`config.mk`:
```
export PLATFORM = sky130hd
export DESIGN_NAME = reg_wb_queue
export DESIGN_NICKNAME = d
export VERILOG_FILES = /design/src/rtl/reg_wb_queue.sv
export SDC_FILE = /design/constraint.sdc
export NUM_CORES = 1
export LEC_CHECK = 0
export ABC_CLOCK_PERIOD_IN_PS = 3000
export CORE_UTILIZATION = 51
export DETAILED_ROUTE_END_ITERATION = 8
export HOLD_SLACK_MARGIN = 0.02
export PLACE_DENSITY = 0.78
export SLEW_MARGIN = 20
export SYNTH_ARGS = -nofsm -noshare
export SYNTH_HDL_FRONTEND = slang
export SYNTH_SLANG_ARGS = --single-unit
```
`constraint.sdc`:
```
create_clock -name clk -period 3 [get_ports clk]
set_input_delay 0.9 -clock clk [delete_from_list [all_inputs] [get_ports clk]]
set_output_delay 0.9 -clock clk [all_outputs]
set_load 0.02 [all_outputs]
```
`src/rtl/reg_wb_queue.sv`:
```
// rtl/reg_wb_queue.sv - in-order register write-back queue with read-port forwarding for the LC-3b regfile
// Optional macro WBQ_BYPASS_EN: a request arriving at an empty, unstalled queue goes straight to the write port.
module reg_wb_queue #(
   parameter int DEPTH  = 4,
   parameter int DATA_W = 16,
   parameter int REG_W  = 3
) (
   input  logic                     clk,
   input  logic                     reset_n,
   input  logic                     enq_valid,
   output logic                     enq_ready,
   input  logic [REG_W-1:0]         enq_dest,
   input  logic [DATA_W-1:0]        enq_data,
   input  logic                     wb_stall,
   output logic                     wb_load,
   output logic [REG_W-1:0]         wb_dest,
   output logic [DATA_W-1:0]        wb_data,
   input  logic [REG_W-1:0]         fwd_src_a,
   input  logic [REG_W-1:0]         fwd_src_b,
   output logic                     fwd_hit_a,
   output logic [DATA_W-1:0]        fwd_data_a,
   output logic                     fwd_hit_b,
   output logic [DATA_W-1:0]        fwd_data_b,
   output logic [$clog2(DEPTH):0]   count,
   output logic                     empty
);
   localparam int PTR_W = $clog2(DEPTH);
   localparam int CNT_W = PTR_W + 1;

   logic [REG_W-1:0]  dest_mem [DEPTH];
   logic [DATA_W-1:0] data_mem [DEPTH];
   logic [PTR_W-1:0]  head;
   logic [PTR_W-1:0]  tail;
   logic [CNT_W-1:0]  count_q;
   logic [PTR_W-1:0]  fwd_idx;
   logic              do_enq;
   logic              do_pop;
   logic              bypass;

   assign count     = count_q;
   assign empty     = (count_q == '0);
   assign enq_ready = (count_q != CNT_W'(DEPTH));
   assign do_pop    = !empty && !wb_stall;

`ifdef WBQ_BYPASS_EN
   assign bypass = empty && enq_valid && !wb_stall;
`else
   assign bypass = 1'b0;
`endif

   // A bypassed request is consumed by the write port and never stored.
   assign do_enq = enq_valid && enq_ready && !bypass;

   always_comb begin
      wb_load = do_pop || bypass;
      wb_dest = '0;
      wb_data = '0;
      if (!empty) begin
         wb_dest = dest_mem[head];
         wb_data = data_mem[head];
      end else if (bypass) begin
         wb_dest = enq_dest;
         wb_data = enq_data;
      end
   end

   // Walk oldest to youngest so the last match left standing is the youngest.
   always_comb begin
      fwd_hit_a  = 1'b0;
      fwd_data_a = '0;
      fwd_hit_b  = 1'b0;
      fwd_data_b = '0;
      fwd_idx    = '0;
      for (int i = 0; i < DEPTH; i++) begin
         fwd_idx = head + PTR_W'(i);
         if (CNT_W'(i) < count_q) begin
            if (dest_mem[fwd_idx] == fwd_src_a) begin
               fwd_hit_a  = 1'b1;
               fwd_data_a = data_mem[fwd_idx];
            end
            if (dest_mem[fwd_idx] == fwd_src_b) begin
               fwd_hit_b  = 1'b1;
               fwd_data_b = data_mem[fwd_idx];
            end
         end
      end
   end

   always_ff @(posedge clk or negedge reset_n) begin
      if (!reset_n) begin
         head    <= '0;
         tail    <= '0;
         count_q <= '0;
      end else begin
         if (do_enq) tail <= tail + PTR_W'(1);
         if (do_pop) head <= head + PTR_W'(1);
         case ({do_enq, do_pop})
            2'b10:   count_q <= count_q + CNT_W'(1);
            2'b01:   count_q <= count_q - CNT_W'(1);
            default: count_q <= count_q;
         endcase
      end
   end

   // Entry storage is qualified by count, so it needs no reset.
   always_ff @(posedge clk) begin
      if (do_enq) begin
         dest_mem[tail] <= enq_dest;
         data_mem[tail] <= enq_data;
      end
   end

endmodule

```
==> summary.md, run 1 <==
| Metric | Value |
|---|---|
| Status | `finished with violations` |
| Failing checks | `setup timing` |
| DRT Wirelength | `between 20,000 and 30,000 um` |
| # DRC | `0` |
| Largest net degree at the start of global routing | `33` |
| Max Clk Rate | `257 MHz` |
| Multi-input combinational cell area | `about 0.0045 mm^2` |
| Share of cells above drive strength 1 | `0.525` |
| CP Buf/Inv Count | `5` |
| Bufs on Longest Clock Path | `2` |
| Crit start category | `flop` |
| Clk_lat worst skew | `roughly 0.36 ns` |
| Syn_nets | `just under 600` |
| Core Util, Final | `0.784` |
| Post-synthesis sequential area ratio | `0.368` |
| Die W | `around 120 um` |
| Layout Nets | `between 700 and 800` |
| RSZ-0062 raised after global routing | `yes` |
| IO Port Bufs | `between 80 and 90` |
| Core area | `between 0.01 and 0.015 mm^2` |
| First-pass GRT wire length | `about 38,000 um` |
| Cell Area, Synth | `0.00668 mm^2` |
| Tightest Hold Check Type | `reg2reg` |
| Placed cell count | `between 800 and 900` |
| # rows | `between 40 and 50` |
| Cell Chain, Critical Path | `buf_4, buf_12, buf_12, buf_16, mux4_2, o21ai_0, nor4_2, a211oi_4, o21ai_2, buf_2` |
| Diodes inserted | `0` |
| Worst-path fanout max | `7` |
| CTS root buf | `clkbuf_16` |
| Worst slack, placed | `-1.49 ns` |
| Vias per cell | `~7.1` |
| Antenna Violating Nets Remaining | `0` |
| GP Congestion | `around 1` |
| Final hold vios | `0` |
| Vias in the first global route | `between 6,000 and 7,000` |
| Ports | `88` |
| Fin worst setup slack | `-0.889 ns` |
| Post-synth EDFFs | `76` |
| Clock transition at the registers of the reported paths | `~0.060 ns` |
| CTS tree | `done` |
| Crit share post-route | `1.30` |
| Max incr delay on CP | `between 0.5 and 0.6 ns` |
| Area delta synth->final | `48.8%` |
| Async SR Flop Fraction | `0.0843` |
| Tmin final | `a little under 4 ns` |
| Yosys warnings | `0` |
| CTS HTree Levels | `3` |
| Detailed placement HPWL | `about 16,000 um` |
| Setup-failing EPs final | `50` |
| WP data required | `~2.1 ns` |
| Normalized max-slew margin | `0.540` |
| Initial Utilization | `0.527` |
| Syn avg cell area | `roughly 12 um^2` |
| Fin Clk Skew | `~0.0098 ns` |
| Post-Synthesis Cells | `around 550` |
| CP max-delay cell | `dfrtp_4` |
| Avg WL per Cell | `28.7 um` |
| Drt first pass iters | `8` |
| Fillcell total | `~750` |
| Tightest Pin Transition | `just under 0.7 ns` |
| CP most frequent cell | `buf_12` |
| Crit end category | `output pin` |
| Arrival time worst endpoint | `around 3.0 ns` |
| MaxCap Viol Count | `0` |
| Initial antenna violation count | `0` |
| Worst hold margin | `about 0.64 ns` |
| Total GRT Usage | `0.395` |
| Vias | `6,548` |
| Die ar. | `~0.014 mm^2` |
| Initial DRC Count | `987` |
| Die Y | `between 100 and 150 um` |
| Sequential cell area | `between 0.002 and 0.0025 mm^2` |
| Post-synth cell types | `37` |
| Max Slew Vio Count | `0` |
| Clock sinks | `just over 80` |
| CTS Buf Count | `9` |
| Dominant synthesized flop cell | `edfxtp_1` |
| #FFs+latches synth | `83` |
| Grt total ovfl | `0` |
| Critical path type | `reg2out` |
| Post-Layout Cell Count | `between 900 and 1,000` |
| CP delay by family, top | `buffers and inverters` |
## final timing paths
check,start,endpoint,slack (ns),cells after the start
setup / recovery,head[0]$_DFFE_PN0P_,fwd_data_b[7],-0.89,10
min in group asynchronous,reset_n,count[2]$_DFFE_PN0P_,0.82,1
setup reg to reg,count[0]$_DFFE_PN0P_,count[2]$_DFFE_PN0P_,0.78,10
hold reg to reg,tail[1]$_DFFE_PN0P_,tail[1]$_DFFE_PN0P_,0.64,2
hold / removal,tail[1]$_DFFE_PN0P_,tail[1]$_DFFE_PN0P_,0.64,2
max in group asynchronous,reset_n,head[0]$_DFFE_PN0P_,1.89,1
## cells by family (layout without fill, tap and decap cells)
kind of cell             after synthesis  in the layout  synth area share
buffers and inverters                 59            260            0.0431
flip-flops                            83             83             0.368
AO/OA/AOI/OAI                        154            154             0.168
AND/OR/NAND/NOR                      131            131             0.102
XOR/XNOR                              26             26            0.0341
multiplexers                          85             85             0.268
adder cells (fa/ha/maj)                9              9            0.0169
## final cells by class
cell class,count,area share
multi-input combinational,405,0.457
sequential,83,0.248
timing repair buffer,239,0.239
clock buffer,9,0.0227
tap,172,0.0217
clock inverter,7,0.0101
inverter,5,0.00189
## Yosys cell counts, types with 4 or more instances
master / number / area share
mux2i_1: 9 / 0.013
nor2b_1: 24 / 0.022
xor2_1: 16 / 0.021
mux4_2: 74 / 0.25
nand2_1: 53 / 0.030
xnor2_1: 10 / 0.013
o21ai_0: 61 / 0.046
o21ai_1: 12 / 0.0090
dfrtp_1: 7 / 0.026
a211oi_2: 9 / 0.017
o21ai_2: 9 / 0.012
inv_1: 5 / 0.0028
edfxtp_1: 76 / 0.34
ha_1: 9 / 0.017
and3_1: 4 / 0.0037
clkbuf_1: 28 / 0.016
a2111oi_0: 32 / 0.042
buf_2: 14 / 0.010
buf_6: 4 / 0.0067
a211oi_1: 23 / 0.026
nor2_1: 5 / 0.0028
buf_4: 5 / 0.0056
nor4_1: 32 / 0.030
## layer usage
| layer | global-route usage | wire [um] | share of wire |
|---|---|---|---|
| met4 | 0.171 | 1300 | 0.049 |
| met1 | 0.507 | 9240 | 0.35 |
| met3 | 0.0830 | 2840 | 0.11 |
| met5 | 0 | 0 | 0 |
| met2 | 0.651 | 13000 | 0.49 |
## timing repair
| action | CTS | global route |
|---|---|---|
| pin swaps | 6 | 8 |
| setup buffers | 11 | 6 |
| gates cloned | 8 | 0 |
| hold buffers | 0 | 0 |
| gates resized for setup | 347 | 53 |
| endpoints found under the setup margin | 55 | 54 |
## per-stage QoR
step	instance area [um^2]	TNS, ns
after global placement	8740	-48.06
final	9940	-28.82
after global routing	9940	-31.39
after detailed placement	8740	-49.07
after CTS	9710	-27.89
after floorplan	6790	-6.37
## worst reg2reg max path, stage by stage (launching register included)
cell	delay, ns
dfrtp_1	0.38
buf_4	0.18
inv_1	0.12
ha_1	0.22
nand2_1	0.17
and2_1	0.25
inv_1	0.09
ha_1	0.24
mux2i_1	0.24
nor2_1	0.08
xor2_1	0.14
## placed cells by master (no fill, tap or decap), types with 15 or more instances in the layout
cell type	netlist	routed
a211oi_4	0	15
buf_2	14	21
o21ai_2	9	22
buf_12	0	22
nor4_1	32	26
mux4_2	74	74
buf_6	4	21
nand2_1	53	53
clkdlybuf4s50_1	0	25
o21ai_0	61	43
nor2b_1	24	20
o21ai_1	12	17
buf_4	5	129
a2111oi_2	0	17
edfxtp_1	76	76
a211oi_2	9	16
## state kept, by name (all words and copies together) (netlist names)
signal and cells:
count 3, data_mem 64, dest_mem 12, head 2, tail 2
Power of run 1 is left out: the tool's default activity adds up to more than one toggle a clock period on the data nets, which glitch-free logic cannot reach.
==> inputs of run 2 (changes only) <==
==> constraint.sdc (replaced) <==
create_clock -name clk -period 3 [get_ports clk]
set_input_delay 0.45 -clock clk [delete_from_list [all_inputs] [get_ports clk]]
set_output_delay 0.45 -clock clk [all_outputs]
set_load 0.02 [all_outputs]
==> summary.md, run 2 (synthesis results as in run 1) <==
| Metric | Value |
|---|---|
| Status | `finished with violations (unchanged)` |
| Failing checks | `setup timing (unchanged)` |
| WP data required | `2.55 ns (was 2.10 ns)` |
| Die Y | `116 um (unchanged)` |
| Antenna Violating Nets Remaining | `0 (unchanged)` |
| Core area | `0.0127 mm^2 (unchanged)` |
| Worst-path fanout max | `7 (unchanged)` |
| Sw Ratio | `0.486` |
| Most frequent cells in the layout | `buf_4, edfxtp_1, mux4_2 (unchanged)` |
| Normalized max-slew margin | `0.596 (was 0.540)` |
| Max Clk Rate | `295 MHz (was 257 MHz)` |
| Clk pwr share | `0.080` |
| CTS Buf Count | `9 (unchanged)` |
| Crit share post-route | `1.13 (was 1.30)` |
| CTS root buf | `clkbuf_16 (unchanged)` |
| Share of cells above drive strength 1 | `0.472 (was 0.525)` |
| Worst vdd ir | `between 0.0009 and 0.001 V` |
| CP max-delay cell | `mux4_2 (was dfrtp_4)` |
| Detailed placement HPWL | `16,400 um (was 16,500 um)` |
| RSZ-0062 raised after global routing | `yes (unchanged)` |
| Tightest Hold Check Type | `in2async (was reg2reg)` |
| Initial antenna violation count | `0 (unchanged)` |
| PwrDens | `between 1000 and 1500 mW/mm^2` |
| GP Congestion | `1.03 (was 0.987)` |
| Max Slew Vio Count | `0 (unchanged)` |
| Drt first pass iters | `5 (was 8)` |
| Clock sinks | `83 (unchanged)` |
| Cell Area, Placed | `0.00852 mm^2 (was 0.00874 mm^2)` |
| Max incr delay on CP | `0.59 ns (was 0.53 ns)` |
| Initial DRC Count | `698 (was 987)` |
| Avg WL per Cell | `26.3 um (was 28.7 um)` |
| Largest net degree at the start of global routing | `29 (was 33)` |
| Max FFs per register | `64 (unchanged)` |
| Clk_lat worst skew | `0.35 ns (was 0.36 ns)` |
| Core Util, Final | `0.752 (was 0.784)` |
| Post-Layout Cell Count | `907 (was 920)` |
| Fin Clk Skew | `0.00731 ns (was 0.00976 ns)` |
| Vias per cell | `6.79 (was 7.12)` |
| Largest Register | `data_mem (unchanged)` |
| Vias | `6,163 (was 6,548)` |
| Int Pwr | `roughly 0.0067 W` |
| Sequential Power Share | `0.138` |
| Worst slack, placed | `-0.555 ns (was -1.49 ns)` |
| Tightest Pin Transition | `0.600 ns (was 0.683 ns)` |
| CP most frequent cell | `buf_4 (was buf_12)` |
| Vias in the first global route | `6,117 (was 6,507)` |
| DRT Wirelength | `23,800 um (was 26,400 um)` |
| Cell Chain, Critical Path | `mux4_2, xor2_2, or4_4, buf_4, buf_6, a211oi_2, o21ai_2, buf_4 (was buf_4, buf_12, buf_12, buf_16, mux4_2, o21ai_0, nor4_2, a211oi_4, o21ai_2, buf_2)` |
| CP Buf/Inv Count | `3 (was 5)` |
| Clock transition at the registers of the reported paths | `0.07 ns (was 0.06 ns)` |
| Arrival time worst endpoint | `2.94 ns (was 2.99 ns)` |
| Placed cell count | `870 (was 880)` |
| # rows | `41 (unchanged)` |
| P_sw | `approximately 0.0063 W` |
| IO Port Bufs | `87 (unchanged)` |
| Total GRT Usage | `0.365 (was 0.395)` |
| Layout Nets | `768 (was 781)` |
| Crit end category | `output pin (unchanged)` |
| CTS HTree Levels | `3 (unchanged)` |
| Ports | `88 (unchanged)` |
| Fillcell total | `859 (was 749)` |
| Bufs on Longest Clock Path | `2 (unchanged)` |
| Grt total ovfl | `0 (unchanged)` |
| Tmin final | `3.39 ns (was 3.89 ns)` |
| # DRC | `0 (unchanged)` |
| Final hold vios | `0 (unchanged)` |
| Die W | `116 um (unchanged)` |
| Area delta synth->final | `42.7% (was 48.8%)` |
| MaxCap Viol Count | `0 (unchanged)` |
| Initial Utilization | `0.527 (unchanged)` |
| CP delay by family, top | `multiplexers (was buffers and inverters)` |
| Most common cell after layout, fill and taps aside | `buf_4 (unchanged)` |
| Critical path type | `reg2out (unchanged)` |
| Diodes inserted | `0 (unchanged)` |
| P_leak | `between 3 and 4 nW` |
| Setup-failing EPs final | `34 (was 50)` |
| Worst hold margin | `0.376 ns (was 0.640 ns)` |
| CTS tree | `done (unchanged)` |
| Crit start category | `flop (unchanged)` |
| Fin worst setup slack | `-0.390 ns (was -0.889 ns)` |
| Finished Cell Area | `0.00953 mm^2 (was 0.00994 mm^2)` |
| Die ar. | `0.0136 mm^2 (unchanged)` |
| First-pass GRT wire length | `35,600 um (was 38,500 um)` |
| Comb power frac | `0.782` |
run 2: worst paths after layout:
| path | startpoint | endpoint | slack (ns) | cells past startpoint |
|---|---|---|---|---|
| max in group asynchronous | reset_n | head[0]$_DFFE_PN0P_ | 2.32 | 1 |
| min | reset_n | count[2]$_DFFE_PN0P_ | 0.38 | 1 |
| max | head[1]$_DFFE_PN0P_ | fwd_data_a[6] | -0.39 | 8 |
| max reg2reg | count[0]$_DFFE_PN0P_ | count[2]$_DFFE_PN0P_ | 0.82 | 11 |
| min in group clk | tail[1]$_DFFE_PN0P_ | tail[1]$_DFFE_PN0P_ | 0.65 | 2 |
| min reg2reg | tail[1]$_DFFE_PN0P_ | tail[1]$_DFFE_PN0P_ | 0.65 | 2 |
run 2: power groups by stage:
stage | clock network [W] | registers, W | logic [W]
floorplan | 0 | 0.00174 | 0.00508
global placement | 0 | 0.00175 | 0.00879
detailed placement | 0 | 0.00180 | 0.00888
CTS | 0.00104 | 0.00178 | 0.00927
global route | 0.00108 | 0.00182 | 0.0106
finish | 0.00104 | 0.00179 | 0.0102
run 2: timing repair:
action / 4_1_cts / 5_1_grt
setup buffers: 6 / 13
hold buffers: 0 / 0
endpoints found under the setup margin: 50 / 37
pin swaps: 7 / 12
gates resized for setup: 235 / 113
gates cloned: 4 / 0
run 2: layout make-up:
class	count	area, um^2	area share
Tap cell	172	215	0.0226
Sequential cell	83	2460	0.259
Multi-Input combinational cell	405	4430	0.465
Inverter	5	18.8	0.00197
Clock inverter	7	51.3	0.00538
Clock buffer	9	225	0.0236
Timing Repair Buffer	226	2120	0.223
run 2: metal layers:
| layer | up-vias | GRT usage | routed length, um |
|---|---|---|---|
| li1 | 2625 | - | - |
| met1 | 3093 | 0.486 | 9240 |
| met2 | 380 | 0.593 | 11600 |
| met3 | 65 | 0.0778 | 2110 |
| met4 | 0 | 0.129 | 836 |
| met5 | - | 0 | 0 |
run 2: through the flow:
stage / total power [W] / TNS [ns]
after floorplan: 0.00682 / 0
after global placement: 0.0105 / -15.24
after detailed placement: 0.0107 / -15.76
after CTS: 0.0121 / -11.59
after global routing: 0.0135 / -12.84
final: 0.0130 / -10.92
(Power assumes the default switching activity.)
==> inputs of run 3 (changes only) <==
--- a/config.mk
+++ b/config.mk
@@ -6,10 +6,13 @@
 export NUM_CORES = 1
 export LEC_CHECK = 0
 export ABC_CLOCK_PERIOD_IN_PS = 3000
-export CORE_UTILIZATION = 51
+export CAP_MARGIN = 20
+export CELL_PAD_IN_SITES_DETAIL_PLACEMENT = 1
+export CELL_PAD_IN_SITES_GLOBAL_PLACEMENT = 2
+export CORE_UTILIZATION = 35
 export DETAILED_ROUTE_END_ITERATION = 8
 export HOLD_SLACK_MARGIN = 0.02
-export PLACE_DENSITY = 0.78
+export PLACE_DENSITY_LB_ADDON = 0.1
 export SLEW_MARGIN = 20
 export SYNTH_ARGS = -nofsm -noshare
 export SYNTH_HDL_FRONTEND = slang
==> summary.md, run 3 (synthesis results as in run 1) <==
| Metric | Value |
|---|---|
| Sequential cell area | `0.00246 mm^2 (unchanged)` |
| Area delta synth->final | `45.2% (was 42.7%)` |
| Vias per cell | `6.31 (was 6.79)` |
| Tmin final | `3.39 ns (about the same)` |
| Max Slew Vio Count | `0 (unchanged)` |
| RSZ-0062 raised after global routing | `yes (unchanged)` |
| Diodes inserted | `0 (unchanged)` |
| Clock transition at the registers of the reported paths | `0.06 ns (was 0.07 ns)` |
| R2R cell count | `10 (was 11)` |
| R2r startpoint | `count[0]$_DFFE_PN0P_ (unchanged)` |
| Most frequent cells in the layout | `buf_4, edfxtp_1, mux4_2 (unchanged)` |
| Worst hold margin | `0.381 ns (was 0.376 ns)` |
| Vias | `6,003 (was 6,163)` |
| Clk_lat worst skew | `0.34 ns (was 0.35 ns)` |
| Initial DRC Count | `489 (was 698)` |
| CTS Buf Count | `9 (unchanged)` |
| Tightest Hold Check Type | `in2async (unchanged)` |
| Max FFs per register | `64 (unchanged)` |
| CTS root buf | `clkbuf_16 (unchanged)` |
| Crit start category | `flop (unchanged)` |
| Setup-failing EPs final | `34 (unchanged)` |
| Initial antenna violation count | `0 (unchanged)` |
| R2R setup slack | `0.85 ns (was 0.82 ns)` |
| Drt first pass iters | `5 (unchanged)` |
| Avg WL per Cell | `27.5 um (was 26.3 um)` |
| Worst-path fanout max | `8 (was 7)` |
| Ports | `88 (unchanged)` |
| Most common cell after layout, fill and taps aside | `buf_4 (unchanged)` |
| CTS HTree Levels | `3 (unchanged)` |
| Max Clk Rate | `295 MHz (about the same)` |
| Fin Clk Skew | `0.00743 ns (was 0.00731 ns)` |
| Status | `finished with violations (unchanged)` |
| Grt total ovfl | `0 (unchanged)` |
| Core Util, Final | `0.519 (was 0.752)` |
| Initial Utilization | `0.357 (was 0.527)` |
| Arrival time worst endpoint | `2.94 ns (about the same)` |
| DRT Wirelength | `26,200 um (was 23,800 um)` |
| Bufs on Longest Clock Path | `2 (unchanged)` |
| # DRC | `0 (unchanged)` |
| First-pass GRT wire length | `38,300 um (was 35,600 um)` |
| Crit end category | `output pin (unchanged)` |
| Share of cells above drive strength 1 | `0.506 (was 0.472)` |
| Multi-input combinational cell area | `0.00457 mm^2 (was 0.00443 mm^2)` |
| Fillcell total | `1,848 (was 859)` |
| Normalized max-slew margin | `0.546 (was 0.596)` |
| Tightest Pin Transition | `0.681 ns (was 0.600 ns)` |
| CTS tree | `done (unchanged)` |
| Fin worst setup slack | `-0.386 ns (was -0.390 ns)` |
| GP Congestion | `0.955 (was 1.03)` |
| # rows | `50 (was 41)` |
| Largest Register | `data_mem (unchanged)` |
| Layout Nets | `751 (was 768)` |
| MaxCap Viol Count | `0 (unchanged)` |
| Vias in the first global route | `6,197 (was 6,117)` |
| Failing checks | `setup timing (unchanged)` |
| Critical path type | `reg2out (unchanged)` |
| Die Y | `140 um (was 116 um)` |
| Total GRT Usage | `0.264 (was 0.365)` |
| Final hold vios | `0 (unchanged)` |
| Die W | `140 um (was 116 um)` |
| Clock sinks | `83 (unchanged)` |
| Core area | `0.0187 mm^2 (was 0.0127 mm^2)` |
| Largest net degree at the start of global routing | `30 (was 29)` |
| Detailed placement HPWL | `19,000 um (was 16,400 um)` |
| WP data required | `2.55 ns (about the same)` |
| Antenna Violating Nets Remaining | `0 (unchanged)` |
| Worst r2r dst | `count[2]$_DFFE_PN0P_ (unchanged)` |
| Die ar. | `0.0196 mm^2 (was 0.0136 mm^2)` |
| Crit share post-route | `1.13 (about the same)` |
| IO Port Bufs | `87 (unchanged)` |
-- run 3: changes by cell type in the layout (fill, tap and decap cells not counted), moves of 5 or more --
cell / delta
buf_4: -26
a2111oi_2: +10
buf_12: +5
o21ai_1: -5
a2111oi_1: -5
a211oi_4: +5
o21ai_2: +12
mux2i_1: -6
o21ai_0: -6
buf_6: +6
-- run 3: how the worst max path moves through the flow --
stage	startpoint	end	slack (ns)	cells after the start
3_3_place_gp	fwd_src_b[0]	fwd_data_b[11]	-0.55	8
2_1_floorplan	head[0]$_DFFE_PN0P_	fwd_data_a[10]	0.17	8
4_1_cts	head[1]$_DFFE_PN0P_	fwd_data_a[8]	-0.36	7
5_1_grt	head[0]$_DFFE_PN0P_	fwd_data_a[12]	-0.47	7
3_5_place_dp	fwd_src_a[0]	fwd_data_a[12]	-0.62	8
6_report	head[1]$_DFFE_PN0P_	fwd_data_a[11]	-0.39	7
-- run 3: metrics by stage --
stage          setup slack [ns]  TNS, ns  cells  cell area, um^2
3_3_place_gp             -0.551   -14.65    908             8440
2_1_floorplan             0.173        0    547             6680
5_1_grt                  -0.465   -13.63    952             9700
6_report                 -0.386   -11.44    952             9700
3_5_place_dp             -0.617   -16.70    908             8440
4_1_cts                  -0.361   -10.36    940             9290
-- run 3: cell type report --
cell class	count	share of cell area
clock buffer	9	0.0232
multi-input combinational	405	0.471
inverter	5	0.00193
tap	234	0.0302
clock inverter	7	0.00606
timing repair buffer	209	0.214
sequential	83	0.254
-- run 3: timing repair --
item | 4_1_cts | 5_1_grt
hold buffers | 0 | 0
cloned | 2 | 3
setup endpoints to repair | 49 | 41
setup buffers | 14 | 9
pin swaps | 37 | 10
gates resized for setup | 351 | 54
-- run 3: critical path, cell delays in order, from the launching register on --
cell and delay (ns):
dfrtp_4 0.51, mux4_2 0.60, xor2_2 0.19, or4_4 0.61, clkbuf_16 0.21, a211oi_2 0.22
o21ai_1 0.08, buf_2 0.16
-- run 3: metal layers --
metal	GRT usage	up-vias	part of all wire
li1	-	2585	-
met1	0.362	3180	0.44
met2	0.429	195	0.49
met3	0.0523	43	0.050
met4	0.0688	0	0.023
met5	0	-	0
Power of run 3 is left out for the same reason.
